===== src/rtl/trap_pkg.sv =====
// -----------------------------------------------------------------------------
// trap_pkg
// Shared definitions for the machine-mode trap sequencer:
//   - sequencer state encoding
//   - machine CSR addresses used by the sequencer
//   - mstatus / mie bit positions
//   - request type codes and mcause values
//   - req_cause(): maps a synchronous request type to its mcause value
// -----------------------------------------------------------------------------
package trap_pkg;

  localparam int CPU_WIDTH = 32;

  typedef enum logic [2:0] {
    ST_IDLE       = 3'd0,
    ST_SAVE_EPC   = 3'd1,
    ST_SAVE_CAUSE = 3'd2,
    ST_UPD_STATUS = 3'd3,
    ST_REDIR      = 3'd4
  } trap_state_e;

  // Machine-mode CSR addresses
  localparam logic [11:0] CSR_MSTATUS = 12'h300;
  localparam logic [11:0] CSR_MIE     = 12'h304;
  localparam logic [11:0] CSR_MTVEC   = 12'h305;
  localparam logic [11:0] CSR_MEPC    = 12'h341;
  localparam logic [11:0] CSR_MCAUSE  = 12'h342;

  // mstatus / mie bit positions
  localparam int MSTATUS_MIE    = 3;
  localparam int MSTATUS_MPIE   = 7;
  localparam int MSTATUS_MPP_LO = 11;
  localparam int MSTATUS_MPP_HI = 12;
  localparam int MIE_MTIE       = 7;

  // Request type codes from execute
  localparam logic [1:0] REQ_ECALL   = 2'b00;
  localparam logic [1:0] REQ_EBREAK  = 2'b01;
  localparam logic [1:0] REQ_MRET    = 2'b10;
  localparam logic [1:0] REQ_ILLEGAL = 2'b11;

  // mcause values
  localparam logic [CPU_WIDTH-1:0] CAUSE_ECALL   = 32'h0000_000B;
  localparam logic [CPU_WIDTH-1:0] CAUSE_EBREAK  = 32'h0000_0003;
  localparam logic [CPU_WIDTH-1:0] CAUSE_ILLEGAL = 32'h0000_0002;
  localparam logic [CPU_WIDTH-1:0] CAUSE_MTIMER  = 32'h8000_0007;

  // mret writes no mcause, so its entry is a don't-care zero.
  function automatic logic [CPU_WIDTH-1:0] req_cause(input logic [1:0] req_type);
    logic [CPU_WIDTH-1:0] cause;
    case (req_type)
      REQ_ECALL:   cause = CAUSE_ECALL;
      REQ_EBREAK:  cause = CAUSE_EBREAK;
      REQ_ILLEGAL: cause = CAUSE_ILLEGAL;
      default:     cause = '0;
    endcase
    return cause;
  endfunction

endpackage


===== src/rtl/trap_status_calc.sv =====
// -----------------------------------------------------------------------------
// trap_status_calc
// Combinational mstatus update for trap entry and mret.
//   Trap entry: MPIE <- MIE, MIE <- 0, MPP <- 2'b11
//   mret      : MIE <- MPIE, MPIE <- 1, MPP <- 2'b11
// All other bits pass through unchanged.
// Ports:
//   old_status  in  XLEN  current mstatus value
//   is_mret     in  1     select the mret update instead of trap entry
//   new_status  out XLEN  updated mstatus value
// -----------------------------------------------------------------------------
module trap_status_calc
  import trap_pkg::*;
#(
  parameter int XLEN = CPU_WIDTH
) (
  input  logic [XLEN-1:0] old_status,
  input  logic            is_mret,
  output logic [XLEN-1:0] new_status
);

  // NOTE: every output of a combinational block gets a default first so no
  // path through it can leave a value held, which would infer a latch.
  always_comb begin
    new_status = old_status;
    new_status[MSTATUS_MPP_HI:MSTATUS_MPP_LO] = 2'b11;
    if (is_mret) begin
      new_status[MSTATUS_MIE]  = old_status[MSTATUS_MPIE];
      new_status[MSTATUS_MPIE] = 1'b1;
    end else begin
      new_status[MSTATUS_MPIE] = old_status[MSTATUS_MIE];
      new_status[MSTATUS_MIE]  = 1'b0;
    end
  end

endmodule


===== src/rtl/trap_ctrl.sv =====
// -----------------------------------------------------------------------------
// trap_ctrl
// Trap sequencer in front of the machine-mode CSR file. Accepts ecall, ebreak,
// illegal-instruction and mret requests from execute, writes mepc / mcause /
// mstatus one per cycle through the CSR file's single write port, then pulses
// a one-cycle PC redirect. While idle the write port is handed to ordinary
// CSR instructions.
//
// Optional feature macro: TRAP_MTIP_EN
//   Defined  : machine timer interrupts are taken from IDLE when enabled in
//              mstatus.MIE and mie.MTIE; a synchronous request in the same
//              cycle has priority.
//   Undefined: interrupt ports are absent; only i_req_valid starts a sequence.
//
// Ports:
//   i_clk, i_rst_n          clock, synchronous active-low reset
//   i_req_valid/o_req_ready trap request handshake (ready == idle)
//   i_req_type, i_req_pc    request type code and PC of trapping instruction
//   i_mtip, i_irq_pc_vld,
//   i_irq_pc, i_mstatus,
//   i_mie                   timer interrupt inputs (TRAP_MTIP_EN only)
//   i_inst_csr_*            CSR instruction write request
//   o_inst_csr_gnt          instruction write forwarded this cycle
//   o_csr_wen/waddr/wdata   CSR file write port (combinational)
//   o_csr_raddr,i_csr_rdata CSR file read port (combinational read data)
//   o_stall                 freeze fetch/decode
//   o_redirect_valid/pc     single-cycle PC redirect
// -----------------------------------------------------------------------------
module trap_ctrl
  import trap_pkg::*;
#(
  parameter int XLEN = CPU_WIDTH
) (
  input  logic            i_clk,
  input  logic            i_rst_n,

  input  logic            i_req_valid,
  output logic            o_req_ready,
  input  logic [1:0]      i_req_type,
  input  logic [XLEN-1:0] i_req_pc,

`ifdef TRAP_MTIP_EN
  input  logic            i_mtip,
  input  logic            i_irq_pc_vld,
  input  logic [XLEN-1:0] i_irq_pc,
  input  logic [XLEN-1:0] i_mstatus,
  input  logic [XLEN-1:0] i_mie,
`endif

  input  logic            i_inst_csr_wen,
  input  logic [11:0]     i_inst_csr_waddr,
  input  logic [XLEN-1:0] i_inst_csr_wdata,
  output logic            o_inst_csr_gnt,

  output logic            o_csr_wen,
  output logic [11:0]     o_csr_waddr,
  output logic [XLEN-1:0] o_csr_wdata,
  output logic [11:0]     o_csr_raddr,
  input  logic [XLEN-1:0] i_csr_rdata,

  output logic            o_stall,
  output logic            o_redirect_valid,
  output logic [XLEN-1:0] o_redirect_pc
);

  trap_state_e     state_q, state_d;
  logic            is_mret_q;
  logic [XLEN-1:0] epc_q;
  logic [XLEN-1:0] cause_q;
  logic            redirect_q;

  logic            idle;
  logic            req_accept;
  logic            irq_take;
  logic [XLEN-1:0] status_new;

  assign idle       = (state_q == ST_IDLE);
  assign req_accept = i_req_valid & idle;

`ifdef TRAP_MTIP_EN
  // A synchronous request in the same cycle wins; the interrupt stays
  // pending on its inputs and is taken from a later IDLE cycle.
  assign irq_take = idle & ~i_req_valid & i_irq_pc_vld & i_mtip
                  & i_mstatus[MSTATUS_MIE] & i_mie[MIE_MTIE];

  logic unused_irq_bits;
  assign unused_irq_bits = ^{i_mstatus[XLEN-1:MSTATUS_MIE+1], i_mstatus[MSTATUS_MIE-1:0],
                             i_mie[XLEN-1:MIE_MTIE+1], i_mie[MIE_MTIE-1:0]};
`else
  assign irq_take = 1'b0;
`endif

  trap_status_calc #(
    .XLEN (XLEN)
  ) u_status_calc (
    .old_status (i_csr_rdata),
    .is_mret    (is_mret_q),
    .new_status (status_new)
  );

  // ---------------------------------------------------------------------------
  // Next-state logic
  // ---------------------------------------------------------------------------
  always_comb begin
    state_d = state_q;
    unique case (state_q)
      ST_IDLE: begin
        if (req_accept) begin
          state_d = (i_req_type == REQ_MRET) ? ST_UPD_STATUS : ST_SAVE_EPC;
        end else if (irq_take) begin
          state_d = ST_SAVE_EPC;
        end
      end
      ST_SAVE_EPC:   state_d = ST_SAVE_CAUSE;
      ST_SAVE_CAUSE: state_d = ST_UPD_STATUS;
      ST_UPD_STATUS: state_d = ST_REDIR;
      ST_REDIR:      state_d = ST_IDLE;
      default:       state_d = ST_IDLE;
    endcase
  end

  // ---------------------------------------------------------------------------
  // CSR port, stall and redirect target
  // ---------------------------------------------------------------------------
  always_comb begin
    o_csr_wen      = 1'b0;
    o_csr_waddr    = CSR_MSTATUS;
    o_csr_wdata    = '0;
    o_csr_raddr    = CSR_MSTATUS;
    o_inst_csr_gnt = 1'b0;
    o_redirect_pc  = '0;
    unique case (state_q)
      ST_IDLE: begin
        // Execute only issues CSR writes while no trap is in flight, so in
        // IDLE the port is simply passed through.
        o_csr_wen      = i_inst_csr_wen;
        o_csr_waddr    = i_inst_csr_waddr;
        o_csr_wdata    = i_inst_csr_wdata;
        o_inst_csr_gnt = 1'b1;
      end
      ST_SAVE_EPC: begin
        o_csr_wen   = 1'b1;
        o_csr_waddr = CSR_MEPC;
        o_csr_wdata = epc_q;
      end
      ST_SAVE_CAUSE: begin
        o_csr_wen   = 1'b1;
        o_csr_waddr = CSR_MCAUSE;
        o_csr_wdata = cause_q;
      end
      ST_UPD_STATUS: begin
        o_csr_wen   = 1'b1;
        o_csr_waddr = CSR_MSTATUS;
        o_csr_wdata = status_new;
        o_csr_raddr = CSR_MSTATUS;
      end
      ST_REDIR: begin
        if (is_mret_q) begin
          o_csr_raddr   = CSR_MEPC;
          o_redirect_pc = i_csr_rdata;
        end else begin
          // Direct mode only: the mode bits of mtvec are dropped.
          o_csr_raddr   = CSR_MTVEC;
          o_redirect_pc = {i_csr_rdata[XLEN-1:2], 2'b00};
        end
      end
      default: ;
    endcase
  end

  assign o_req_ready      = idle;
  assign o_stall          = ~idle | req_accept | irq_take;
  assign o_redirect_valid = redirect_q;

  // ---------------------------------------------------------------------------
  // State and request capture
  // ---------------------------------------------------------------------------
  // NOTE: sequential state uses non-blocking assignments so every register
  // samples pre-edge values regardless of statement order.
  always_ff @(posedge i_clk) begin
    if (!i_rst_n) begin
      state_q    <= ST_IDLE;
      is_mret_q  <= 1'b0;
      epc_q      <= '0;
      cause_q    <= '0;
      redirect_q <= 1'b0;
    end else begin
      state_q <= state_d;
      // REDIR always falls back to IDLE, so this pulse lasts one cycle.
      redirect_q <= (state_d == ST_REDIR);
      if (req_accept) begin
        is_mret_q <= (i_req_type == REQ_MRET);
        epc_q     <= i_req_pc;
        cause_q   <= req_cause(i_req_type);
      end
`ifdef TRAP_MTIP_EN
      else if (irq_take) begin
        is_mret_q <= 1'b0;
        epc_q     <= i_irq_pc;
        cause_q   <= CAUSE_MTIMER;
      end
`endif
    end
  end

endmodule

===== config.mk =====
export PLATFORM = sky130hd
export DESIGN_NAME = trap_ctrl
export DESIGN_NICKNAME = d
export VERILOG_FILES = /design/src/rtl/trap_pkg.sv /design/src/rtl/trap_status_calc.sv /design/src/rtl/trap_ctrl.sv
export SDC_FILE = /design/constraint.sdc
export NUM_CORES = 1
export LEC_CHECK = 0
export ABC_AREA = 0
export BUFFER_PORTS_ARGS = -buffer_cell sky130_fd_sc_hd__buf_2
export CAP_MARGIN = 20
export CORE_ASPECT_RATIO = 1.1
export CORE_MARGIN = 4
export CORE_UTILIZATION = 45
export CTS_BUF_LIST = sky130_fd_sc_hd__clkbuf_8
export CTS_CLUSTER_SIZE = 14
export DETAILED_ROUTE_END_ITERATION = 10
export PLACE_DENSITY = 0.95
export SLEW_MARGIN = 20
export SYNTH_ARGS = -nofsm -noshare
export SYNTH_HDL_FRONTEND = slang
export SYNTH_SLANG_ARGS = --single-unit

===== constraint.sdc =====
create_clock -name i_clk -period 2.78 [get_ports i_clk]
set_input_delay 0.556 -clock i_clk [delete_from_list [all_inputs] [get_ports i_clk]]
set_output_delay 0.556 -clock i_clk [all_outputs]
set_load 0.005 [all_outputs]

==> flow_summary.ini <==
[timing]
tns_ps = 0
hold_violations = 0
setup_viol = 0
clock_skew_ps = 5.90
period_minus_slack_ps = 2470
fmax_mhz = 404
setup_slack_ps = 306
slew_headroom_pct = 56.2
min_period_over_period_pct = 89.0
drv_slew = 0
grt_setup_unrepaired = false
worst_pin_slew_ps = 656

[die]
start_util_pct = 47.4
dieHeight_um = 90.5
core_mm2 = 0.00588
rows = 29
io-pin-count = 207
die_x_um = 83.0
fp.dieArea_mm2 = 0.00751

[logic_synthesis]
synth_cell_types = 26
synthesis.area_mm2 = 0.00279
avgSynthCellArea_um2 = 7.20
yosysSeqAreaShare_pct = 28.8
synthCells = 387
synth_seq_cells = 40
yosysWarnings = 0

[route]
ant_nets = 0
drt-initial-drc-count = 245
dr.pass1.iters = 5
via_per_inst = 5.15
avgRoutedWirePerCell_um = 15.2
wirelength_um = 9720
routed-via-count = 3283
drc_errors = 0

[finish]
ff_latch_area_um2 = 803
area.growth.synth_to_final_pct = 37.1
n_fill_cell = 533
drive_gt1_share_pct = 44.1
multi_input_area_mm2 = 0.00173
fin_nets = 673

[run]
drv_cap = 0

[clock_tree]
clk_latency_ps = 280
cts_root_buffer = clkbuf_8
hold_buffers = 0
clk_pin_slew_worst_paths_ps = 80
htreeDepth = 2
cts_setup_buffers = 0
cts_tree = done
cts_buffers = 5
post_cts_resized = 0
cts_sinks = 40
clk_path_buf_depth = 2

[placement]
portBuffers = 197
routabilityCongestion = 0.909
dp_hpwl_um = 8020
dpl_worst_slack_ps = 606

[critical_path]
critPathSlowestCell = dfxtp_2
cp_max_fo = 25
crit_buf_inv = 2
crit_chain = buf_4, mux2i_1, or2_2, a21oi_1, buf_2
crit_path_end_kind = primary output
critPathArrivalTime_ps = 1920
required_ps = 2220
crit_family = flip-flops
cpPeakStageDelay_ps = 700
start_kind = flop
path_class = flop to primary output

[pwr]
max-vdd-ir-drop_mv = 0.337
p_per_area_mw_per_mm2 = 424
p_leak_nw = 1.99

[grt]
grt_util_met1_pct = 30.8
overflow = 0
grt_usage_pct = 24.3
busiest_layer = met2
grt_first_pass_wirelength_um = 15200
grtUsageMet3_pct = 5.11
grt_max_degree = 73
antenna_found_initial = 0
met2_usage_pct = 40.9
grt_pass1_vias = 2982

[min_path]
hp-class = flop to flop

[run_status]
status = finished, final reports clean
[through the flow]
stage                     hold slack, ps  instances  cell area (µm²)  util [%]  power [W]
final                                453        638             3820      64.9    0.00162
after global routing                 488        637             3810      64.9    0.00171
after CTS                            453        637             3810      64.9    0.00162
after detailed placement             442        629             3720      63.2    0.00123
after global placement               439        629             3720      63.2    0.00122
after floorplan                      425        394             2810         -    0.00100
[layout make-up]
cell class                      count  share of cell area (%)
Clock inverter                      2                   0.393
Timing Repair Buffer              207                    28.4
Antenna cell                        1                  0.0656
Sequential cell                    40                    21.0
Clock buffer                        6                    2.16
Multi-Input combinational cell    305                    45.4
Tap cell                           77                    2.52
[layer usage]
metal	vias up	wire [µm]
met4	0	259
met3	23	774
li1	1637	-
met2	171	4840
met1	1452	3850
met5	-	0
[layout by cell type (no fill, tap or decap)]
cell type,count
clkinvlp_4,2
o22a_1,1
dfxtp_2,2
nor2_1,9
conb_1,9
dfxtp_1,38
nand2b_1,5
a211oi_1,2
nand3_1,35
nor2b_1,5
a311oi_1,1
buf_12,2
and2_1,11
o21ai_0,27
buf_4,8
nand2_1,66
o211a_1,2
clkbuf_8,6
or2_2,26
mux2i_1,27
diode_2,1
nor2_2,1
nor3_1,7
mux4_2,2
buf_2,197
o21ai_1,9
nor4b_4,1
a21oi_1,28
and3_1,31
[final timing paths]
check	startpoint	cells after the start	slack, ps	endpoint
worst min register to register	epc_q[2]$_SDFFE_PN0P_	2	450	epc_q[2]$_SDFFE_PN0P_
worst min-delay path	epc_q[2]$_SDFFE_PN0P_	2	450	epc_q[2]$_SDFFE_PN0P_
worst max register to register	state_q[0]$_SDFF_PN0_	4	880	epc_q[21]$_SDFFE_PN0P_
worst max-delay path	state_q[0]$_SDFF_PN0_	5	310	o_csr_wdata[14]
[tightest hold or removal path, delay by kind of cell (launching register included)]
family | cells | cell delay, ps
AOI/OAI and AO/OA | 1 | 50
and+or+nand+nor | 1 | 50
DFF | 1 | 310
[sequential cells by signal, indices dropped and copies added (netlist names)]
register	count
is_mret_q	1
state_q	3
cause_q	3
epc_q	32
o_redirect_valid	1
[power breakdown]
part,internal [W],switching [W]
registers,0.000619,0.0000421
logic,0.000279,0.000282
clock network,0.000201,0.000196
[synth_stat cells (all sizes together)]
cell type,n,area share [%]
mux2i,27,9.7
or2,26,5.8
mux4,2,1.6
nor2b,5,1.1
a211oi,2,0.54
and3,31,7.0
o22a,1,0.31
nand2,66,8.9
dfxtp,40,29
nor3,7,1.3
and2,11,2.5
nor2,10,1.3
conb,2,0.27
o211a,2,0.72
a311oi,1,0.31
nand3,35,6.3
clkbuf,25,3.5
nor4b,1,0.85
a21oi,28,5.0
o21ai,36,6.5
buf,24,6.6
nand2b,5,1.1
[kinds of logic (layout without fill, tap and decap cells)]
| logic type | after synthesis | in the layout | share of synthesized area [%] |
|---|---|---|---|
| simple gates | 197 | 197 | 36.2 |
| buf+inv | 49 | 215 | 10.1 |
| flops | 40 | 40 | 28.8 |
| mux | 29 | 29 | 11.3 |
| compound gates | 70 | 70 | 13.4 |
| other cells | 2 | 10 | 0.270 |
Power figures use the tool's default switching activity.
